### src/rtl/reg_alu_pkg.sv
// Shared definitions for the register-file execute/write-back stage:
// opcode values, FSM state encoding and register address width.
package reg_alu_pkg;

    localparam int ADDR_W = 3;

    localparam logic [2:0] OP_ADD = 3'd0;
    localparam logic [2:0] OP_SUB = 3'd1;
    localparam logic [2:0] OP_AND = 3'd2;
    localparam logic [2:0] OP_OR  = 3'd3;
    localparam logic [2:0] OP_XOR = 3'd4;
    localparam logic [2:0] OP_SHL = 3'd5;
    localparam logic [2:0] OP_SHR = 3'd6;
    localparam logic [2:0] OP_MOV = 3'd7;

    typedef enum logic [2:0] {
        S_IDLE = 3'd0,
        S_RD_A = 3'd1,
        S_RD_B = 3'd2,
        S_EXEC = 3'd3,
        S_WB   = 3'd4
    } state_t;

endpackage

### src/rtl/reg_alu_sequencer_alu.sv
// Purely combinational N-bit ALU. carry is the ADD carry-out or the SUB
// unsigned borrow; it is 0 for every other opcode.
module alu_comb
    import reg_alu_pkg::*;
#(
    parameter int N = 16
) (
    input  logic [N-1:0] a,
    input  logic [N-1:0] b,
    input  logic [2:0]   op,
    output logic [N-1:0] y,
    output logic         carry
);

    logic [N:0] sum;
    logic [N:0] diff;

    // The extra top bit of the widened subtraction is set exactly when a < b.
    assign sum  = {1'b0, a} + {1'b0, b};
    assign diff = {1'b0, a} - {1'b0, b};

    always_comb begin
        // NOTE: every output gets a default first so no path through the case infers a latch.
        y     = '0;
        carry = 1'b0;
        case (op)
            OP_ADD: begin
                y     = sum[N-1:0];
                carry = sum[N];
            end
            OP_SUB: begin
                y     = diff[N-1:0];
                carry = diff[N];
            end
            OP_AND:  y = a & b;
            OP_OR:   y = a | b;
            OP_XOR:  y = a ^ b;
            OP_SHL:  y = a << b[3:0];
            OP_SHR:  y = a >> b[3:0];
            default: y = a;
        endcase
    end

endmodule

### src/rtl/reg_alu_sequencer.sv
// Execute/write-back stage: reads two operands through the register file's
// single registered read port, runs the ALU, writes the result back.
module reg_alu_sequencer
    import reg_alu_pkg::*;
#(
    parameter int N = 16
) (
    input  logic              clk,
    input  logic              rst,
    input  logic              instr_valid,
    output logic              instr_ready,
    input  logic [2:0]        instr_op,
    input  logic [ADDR_W-1:0] instr_rd,
    input  logic [ADDR_W-1:0] instr_rs1,
    input  logic [ADDR_W-1:0] instr_rs2,
    output logic              rf_read_enable,
    output logic [ADDR_W-1:0] rf_read_addr,
    input  logic [N-1:0]      rf_read_data,
    output logic              rf_write_enable,
    output logic [ADDR_W-1:0] rf_write_addr,
    output logic [N-1:0]      rf_write_data,
    output logic              busy,
    output logic              done,
    output logic [N-1:0]      result,
    output logic              flag_zero,
    output logic              flag_carry
);

    state_t state;
    state_t state_next;

    logic [2:0]        op_q;
    logic [ADDR_W-1:0] rd_q;
    logic [ADDR_W-1:0] rs1_q;
    logic [ADDR_W-1:0] rs2_q;
    logic [N-1:0]      op_a;
    logic [N-1:0]      alu_y;
    logic              alu_carry;

    // op_b is never stored: in EXEC the read port is still presenting rs2.
    alu_comb #(.N(N)) u_alu (
        .a     (op_a),
        .b     (rf_read_data),
        .op    (op_q),
        .y     (alu_y),
        .carry (alu_carry)
    );

    always_ff @(posedge clk or posedge rst) begin
        // NOTE: sequential state uses non-blocking assignments so every register samples pre-edge values.
        if (rst) begin
            state <= S_IDLE;
        end else begin
            state <= state_next;
        end
    end

    always_comb begin
        state_next      = state;
        instr_ready     = 1'b0;
        busy            = 1'b1;
        rf_read_enable  = 1'b0;
        rf_read_addr    = '0;
        rf_write_enable = 1'b0;
        rf_write_addr   = '0;
        rf_write_data   = '0;
        case (state)
            S_IDLE: begin
                instr_ready = 1'b1;
                busy        = 1'b0;
                if (instr_valid) begin
                    state_next = S_RD_A;
                end
            end
            S_RD_A: begin
                rf_read_enable = 1'b1;
                rf_read_addr   = rs1_q;
                state_next     = S_RD_B;
            end
            S_RD_B: begin
                rf_read_enable = 1'b1;
                rf_read_addr   = rs2_q;
                state_next     = S_EXEC;
            end
            S_EXEC: begin
                state_next = S_WB;
            end
            S_WB: begin
                rf_write_enable = 1'b1;
                rf_write_addr   = rd_q;
                rf_write_data   = result;
                state_next      = S_IDLE;
            end
            default: begin
                state_next = S_IDLE;
            end
        endcase
    end

    always_ff @(posedge clk or posedge rst) begin
        if (rst) begin
            op_q       <= OP_ADD;
            rd_q       <= '0;
            rs1_q      <= '0;
            rs2_q      <= '0;
            op_a       <= '0;
            result     <= '0;
            flag_zero  <= 1'b0;
            flag_carry <= 1'b0;
            done       <= 1'b0;
        end else begin
            done <= (state == S_WB);
            case (state)
                S_IDLE: begin
                    if (instr_valid && instr_ready) begin
                        op_q  <= instr_op;
                        rd_q  <= instr_rd;
                        rs1_q <= instr_rs1;
                        rs2_q <= instr_rs2;
                    end
                end
                S_RD_B: begin
                    op_a <= rf_read_data;
                end
                S_EXEC: begin
                    result     <= alu_y;
                    flag_zero  <= (alu_y == '0);
                    flag_carry <= alu_carry;
                end
                default: begin
                end
            endcase
        end
    end

endmodule

### config.mk
export PLATFORM = sky130hd
export DESIGN_NAME = reg_alu_sequencer
export DESIGN_NICKNAME = d
export VERILOG_FILES = /design/src/rtl/reg_alu_pkg.sv /design/src/rtl/reg_alu_sequencer_alu.sv /design/src/rtl/reg_alu_sequencer.sv
export SDC_FILE = /design/constraint.sdc
export NUM_CORES = 1
export LEC_CHECK = 0
export CELL_PAD_IN_SITES_DETAIL_PLACEMENT = 0
export CELL_PAD_IN_SITES_GLOBAL_PLACEMENT = 1
export CORE_ASPECT_RATIO = 0.8
export CORE_UTILIZATION = 45
export CTS_CLUSTER_DIAMETER = 200
export CTS_CLUSTER_SIZE = 12
export DETAILED_ROUTE_END_ITERATION = 8
export PLACE_DENSITY = 0.88
export SLEW_MARGIN = 20
export SYNTH_ARGS = -nofsm -noshare
export SYNTH_HDL_FRONTEND = slang
export SYNTH_SLANG_ARGS = --single-unit
### constraint.sdc
create_clock -name clk -period 5.2 [get_ports clk]
set_input_delay 1.04 -clock clk [delete_from_list [all_inputs] [get_ports clk]]
set_output_delay 1.04 -clock clk [all_outputs]
set_load 0.02 [all_outputs]
==> results of run 1 <==
placed cells by master (no fill, tap or decap), types with 6 or more instances in the layout:
cell type	synthesis	final
o21ai_0	47	47
mux4_2	12	12
nand2_1	62	62
mux2_2	22	22
dfrtp_1	50	50
nor2b_1	15	15
a21oi_1	54	54
o22ai_1	11	11
nand2b_1	13	13
nand4_1	7	7
clkdlybuf4s50_1	0	74
a22oi_1	7	7
nor3_1	17	17
a31oi_1	6	6
and2_1	24	24
o221ai_1	8	8
ha_1	50	50
nor2_1	62	61
o31ai_1	6	6
mux2i_1	27	27
inv_1	54	53
nand3_1	13	13
buf_4	2	11
nor4_1	10	10
a211oi_1	15	15
a21o_1	8	8
power by group through the flow:
stage                     sequential (mW)  combinational (mW)  clock, mW
after floorplan                     0.823                2.19          0
after global placement              0.928                3.10          0
after detailed placement            0.941                3.14          0
after CTS                           0.935                3.15      0.362
after global routing                0.988                3.48      0.375
final                               0.950                3.23      0.358
registers in the layout, summed over array words and instances, names as in the netlist:
signal and cells:
flag_carry 1, result 16, rs2_q 3, op_q 3, rd_q 3, op_a 16
flag_zero 1, done 1, rs1_q 3, state 3
metal layers:
| metal | global-route usage (%) | vias up | routed length, um |
|---|---|---|---|
| met5 | 0 | - | 0 |
| met4 | 10.31 | 0 | 711 |
| met3 | 3.452 | 55 | 1917 |
| met2 | 48.03 | 379 | 9570 |
| met1 | 46.62 | 3080 | 10090 |
| li1 | - | 2925 | - |
per-stage QoR:
step	utilization, %	area (um^2)	setup slack (ns)
after floorplan	-	6206	1.426
after global placement	53.32	7010	0.7410
after detailed placement	53.32	7010	0.6100
after CTS	54.43	7157	0.9024
after global routing	54.50	7166	0.6211
final	54.50	7166	0.8401
worst max-delay path by stage:
stage                          startpoint               endpoint  slack [ns]  cells after the start
after floorplan           rf_read_data[2]  flag_zero$_DFFE_PP0P_        1.43                     13
final                     rf_read_data[3]  flag_zero$_DFFE_PP0P_        0.84                     11
after CTS                 rf_read_data[3]  flag_zero$_DFFE_PP0P_        0.90                     11
after global placement    rf_read_data[3]  flag_zero$_DFFE_PP0P_        0.74                     11
after global routing      rf_read_data[3]  flag_zero$_DFFE_PP0P_        0.62                     11
after detailed placement  rf_read_data[3]  flag_zero$_DFFE_PP0P_        0.61                     11
layout make-up:
cell class              instances  area share (%)
clock buffers                   5           1.746
multi-input cells             611           62.79
repair buffers                 86           11.56
clock inverters                 3          0.2968
well taps                     175           3.056
flip-flops and latches         50           17.46
inverters                      59           3.091
kinds of logic after synthesis:
logic type,Yosys count
AND/OR/NAND/NOR,253
AO/OA/AOI/OAI,238
buffers and inverters,113
multiplexers,65
adder cells (fa/ha/maj),52
flip-flops,50
XOR/XNOR,3
==> results.cfg, run 1 <==
[run_status]
status = finished with violations
violations = design-rule violations

[placed_design]
place_inst = 981
dpl.hpwl_mm = 16.73
portBuffers = 75
place.gp.congestion = 0.9858

[synth]
synth_area_leaders = dfrtp_1 (20%), ha_1 (10%), a21oi_1 (4.4%)
synth.largest_area_cell = dfrtp_1
yosys_warnings = 0
synth_top_family_by_area = compound AO/OA/AOI/OAI gates
synth-edff-count = 0
synthAdderAreaFrac_pct = 10.73
synth_top_area_share_pct = 20.16
yosys.cell_types.count = 86
synth_ff_type = dfrtp_1
synth-simple-area-share_pct = 20.60
synth_xor_area_share_pct = 0.4234
synth.area.mux_share_pct = 13.67
syn-cell-area_mm2 = 0.006206
synth_area_per_cell_um2 = 8.018
synthArstFlopShare_pct = 100.0
synth_seq_cells = 50
synth_compound_area_share_pct = 26.77
synth_top_cells_by_count = nand2_1 (62), nor2_1 (62), a21oi_1 (54), inv_1 (54)
syn_nets = 857
yosysSeqAreaShare_pct = 20.16
synthCells = 774

[floorplanning]
io_pins = 76
core_mm2 = 0.01315
die_w_um = 133.3
fp.dieH_um = 107.0
die_area_mm2 = 0.01427
start_util_pct = 47.20
num_rows = 37

[grt]
antenna_found_initial = 0
grt_pass1_vias = 5947
grt_pass1_wl_mm = 34.90
overflow = 0
grt_max_degree = 51
grt_use_total_pct = 31.70

[pwr]
internal_power_mw = 2.052
pwr-share-seq_pct = 20.9
power_frac_clock_pct = 7.9
cellLeakagePower_nw = 3.011
combPwrFrac_pct = 71.2
ir_drop_uv = 409.6
totalPowerFinal_mw = 4.540
power.density_mw_per_mm2 = 633.6
swShare_pct = 54.80
p_switching_mw = 2.488

[clock_tree]
cts-root-buf = clkbuf_16
ctsResizeCount = 0
clk_pin_slew_ns = 0.08
cts_sinks = 50
post-cts-setup-buffer-count = 0
clock_path_buffers = 2
htreeDepth = 2
clkLatencyLatePin_ns = 0.32
cts_tree = built
numCtsBuffers = 5
hold_buffers = 0

[drt]
finalWirelength_mm = 22.28
firstDrtPassIters = 9
viasPerCell = 6.511
drt_drc_violations_left = 5
drtIter0Drc = 764
antenna_left = 0
vias = 6439
wl_per_cell_um = 22.53

[critical_path]
critical-path-max-stage-delay_ns = 0.66
cp_top_family = compound AO/OA/AOI/OAI gates
worst-path-buf-inv = 2
reg2regPathDepth = 9
r2r_slack_ns = 1.51
critPathKind = primary input to flop
cp-end-kind = flop
worst-endpoint-arrival_ns = 4.60
crit_fanout = 11
r2r_end = flag_zero$_DFFE_PP0P_
worstReg2RegStart = op_q[1]$_DFFE_PP0P_
cp_slowest_cell = clkdlybuf4s50_1
required_ns = 5.44
startpoint_type = primary input
crit_chain = clkdlybuf4s50_1 -> inv_1 -> ha_1 -> a221o_1 -> a2111oi_1 -> o41ai_1 -> and2_0 -> o41ai_2 -> and2_1 -> nand4_1 -> o21ai_1

[finish]
final_nets = 896
areaGrowthSynthToFinish_pct = 15.46
multiInputGateArea_mm2 = 0.004499
finalNonFillerCells = 989
layout.area.seq_mm2 = 0.001251
layout-drive-gt1-share_pct = 9.951
nFillCells = 1256
n_antenna_cell = 0

[timing]
setup_viol = 0
min_period_ns = 4.360
worst_slew_pin_slew_ns = 1.080
hold_slack_ns = 0.4990
slew_headroom_pct = 28.03
fin_crit_sh_pct = 83.84
grt_setup_unrepaired = false
hold_viol = 0
worst_clock_skew_ns = 0.01712
setup_tns_ns = 0
slew_viol_final = 0
max_freq_mhz = 229.4

[hold_path]
min_path_cells = 1
min_path_type = flop to flop
min_from = rd_q[0]$_DFFE_PP0P_
min_to = rd_q[0]$_DFFE_PP0P_

[run]
maxCapViolations = 0
Power figures use the tool's default switching activity.
==> run 2: changes to the inputs <==
CORE_UTILIZATION = 43   (was 45)
PLACE_DENSITY = 0.84   (was 0.88)
clock period = 4.2 ns   (was 5.2 ns; I/O delays follow)
==> run 2 against run 1 <==
  * Critical endpoint unchanged
  * Cell count increased by 3.0%
  * The run now ends clean
  * Via count increased by 1.8%
  * Register-to-register slack got worse by 0.82 ns
  * Sequential power increased by 17%
  * Clock skew about the same
  * Hold slack improved by 0.0050 ns
  * Combinational power increased by 32%
  * Setup slack got worse by 0.55 ns
  * Routed wire length increased by 7.3%
  * Critical path type unchanged
  * Cell area increased by 2.6%
  * Die area increased by 4.6%
  * Non-clock buffer count increased by 25
==> results.cfg, run 2 (same netlist as run 1, synthesis figures left out) <==
[clock_tree]
post-cts-setup-buffer-count = 0
cts-root-buf = clkbuf_16
hold_buffers = 0
clk_pin_slew_ns = 0.09
cts_tree = built
htreeDepth = 2
clkLatencyLatePin_ns = 0.32
cts_sinks = 50
numCtsBuffers = 5
ctsResizeCount = 0
clock_path_buffers = 2

[critical_path]
r2r_end = flag_zero$_DFFE_PP0P_
required_ns = 4.45
worst-endpoint-arrival_ns = 4.16
cp-end-kind = flop
startpoint_type = primary input
cp_slowest_cell = a2111oi_0
critPathKind = primary input to flop
r2r_slack_ns = 0.69
crit_fanout = 11
crit_chain = clkdlybuf4s50_1 -> inv_1 -> ha_1 -> inv_1 -> nor2_1 -> o311ai_0 -> a2111oi_0 -> o221ai_1 -> o41ai_2 -> and2_1 -> nand4_1 -> o21ai_1
reg2regPathDepth = 9
critical-path-max-stage-delay_ns = 0.81
worstReg2RegStart = op_q[2]$_DFFE_PP0P_
crit_top_cell = inv_1

[hold_path]
min_path_cells = 2
min_from = result[0]$_DFFE_PP0P_
min_to = result[0]$_DFFE_PP0P_
min_path_type = flop to flop

[finish]
final_cell_mix = clkdlybuf4s50_1 (74), nand2_1 (62), nor2_1 (62), a21oi_1 (54), inv_1 (53)
layout-drive-gt1-share_pct = 12.51
n_antenna_cell = 0
final_cell_area_mm2 = 0.007353
areaGrowthSynthToFinish_pct = 18.49
mostFrequentLayoutCell = clkdlybuf4s50_1
largest_registers = op_a x16, result x16
final_nets = 921
finalNonFillerCells = 1019

[drt]
drtIter0Drc = 658
wl_per_cell_um = 23.46
viasPerCell = 6.435
drt_drc_violations_left = 0
antenna_left = 0
vias = 6557
firstDrtPassIters = 5
finalWirelength_mm = 23.91

[placed_design]
dpl.hpwl_mm = 18.73
portBuffers = 75
place_area_mm2 = 0.007204
place_inst = 1011
place.gp.congestion = 1.005

[timing]
worst_slew_pin_slew_ns = 1.173
setup_viol = 0
min_period_ns = 3.909
slew_headroom_pct = 21.53
max_freq_mhz = 255.8
slew_viol_final = 0
worst_clock_skew_ns = 0.01726
fin_crit_sh_pct = 93.07
grt_setup_unrepaired = false
hold_viol = 0
setup_tns_ns = 0

[floorplanning]
start_util_pct = 44.85
fp.dieH_um = 109.5
io_pins = 76
core_mm2 = 0.01384
die_area_mm2 = 0.01492
num_rows = 38
die_w_um = 136.3

[pwr]
cellLeakagePower_nw = 3.124
ir_drop_uv = 502.1
power.density_mw_per_mm2 = 790.7

[grt]
grt_use_total_pct = 32.97
grt_pass1_vias = 6161
grt_pass1_wl_mm = 36.65
antenna_found_initial = 0
overflow = 0
grt_max_degree = 33

[run]
maxCapViolations = 0

[run_status]
status = finished, final reports clean
[run 2: stage by stage]
stage	total power [mW]	hold slack (ns)	setup WS [ns]	utilization, %
floorplan	3.734	0.4721	0.6260	-
global placement	5.230	0.4832	0.1644	52.07
detailed placement	5.264	0.4922	0.08174	52.07
CTS	5.713	0.5084	0.4105	53.15
global route	6.187	0.5300	0.1607	53.15
finish	5.814	0.5040	0.2911	53.15
[run 2: layout make-up]
class | instances | area (um^2)
clock buffer | 5 | 125.1
clock inverter | 3 | 23.77
fill | 1329 | 6482
inverter | 59 | 221.5
multi-input combinational | 611 | 4491
sequential | 50 | 1251
tap | 180 | 225.2
timing repair buffer | 111 | 1016
[run 2: how the worst max path moves through the flow]
stage	from	endpoint	slack [ns]	cells after the start
4_1_cts	rf_read_data[4]	flag_zero$_DFFE_PP0P_	0.41	13
2_1_floorplan	rf_read_data[2]	flag_zero$_DFFE_PP0P_	0.63	13
3_5_place_dp	rf_read_data[4]	flag_zero$_DFFE_PP0P_	0.08	13
6_report	rf_read_data[13]	flag_zero$_DFFE_PP0P_	0.29	12
3_3_place_gp	rf_read_data[13]	flag_zero$_DFFE_PP0P_	0.16	12
5_1_grt	rf_read_data[4]	flag_zero$_DFFE_PP0P_	0.16	13
[run 2: layer usage]
layer | vias to the layer above | track usage, % | routed length [um]
met5 | - | 0 | 0
met2 | 313 | 50.69 | 10570
met3 | 34 | 4.288 | 1681
met1 | 3240 | 48.26 | 11240
li1 | 2970 | - | -
met4 | 0 | 8.492 | 412
[run 2: where the power goes]
part | total, mW | switching (mW) | internal [mW]
sequential | 1.11 | 0.400 | 0.711
combinational | 4.26 | 2.53 | 1.73
clock | 0.444 | 0.220 | 0.224
[run 2: critical path: cells and delay by family]
kind,cells,cell delay (ns)
buffers and inverters,3,0.81
AND/OR/NAND/NOR,3,0.45
AO/OA/AOI/OAI,5,1.56
adder cells (fa/ha/maj),1,0.50
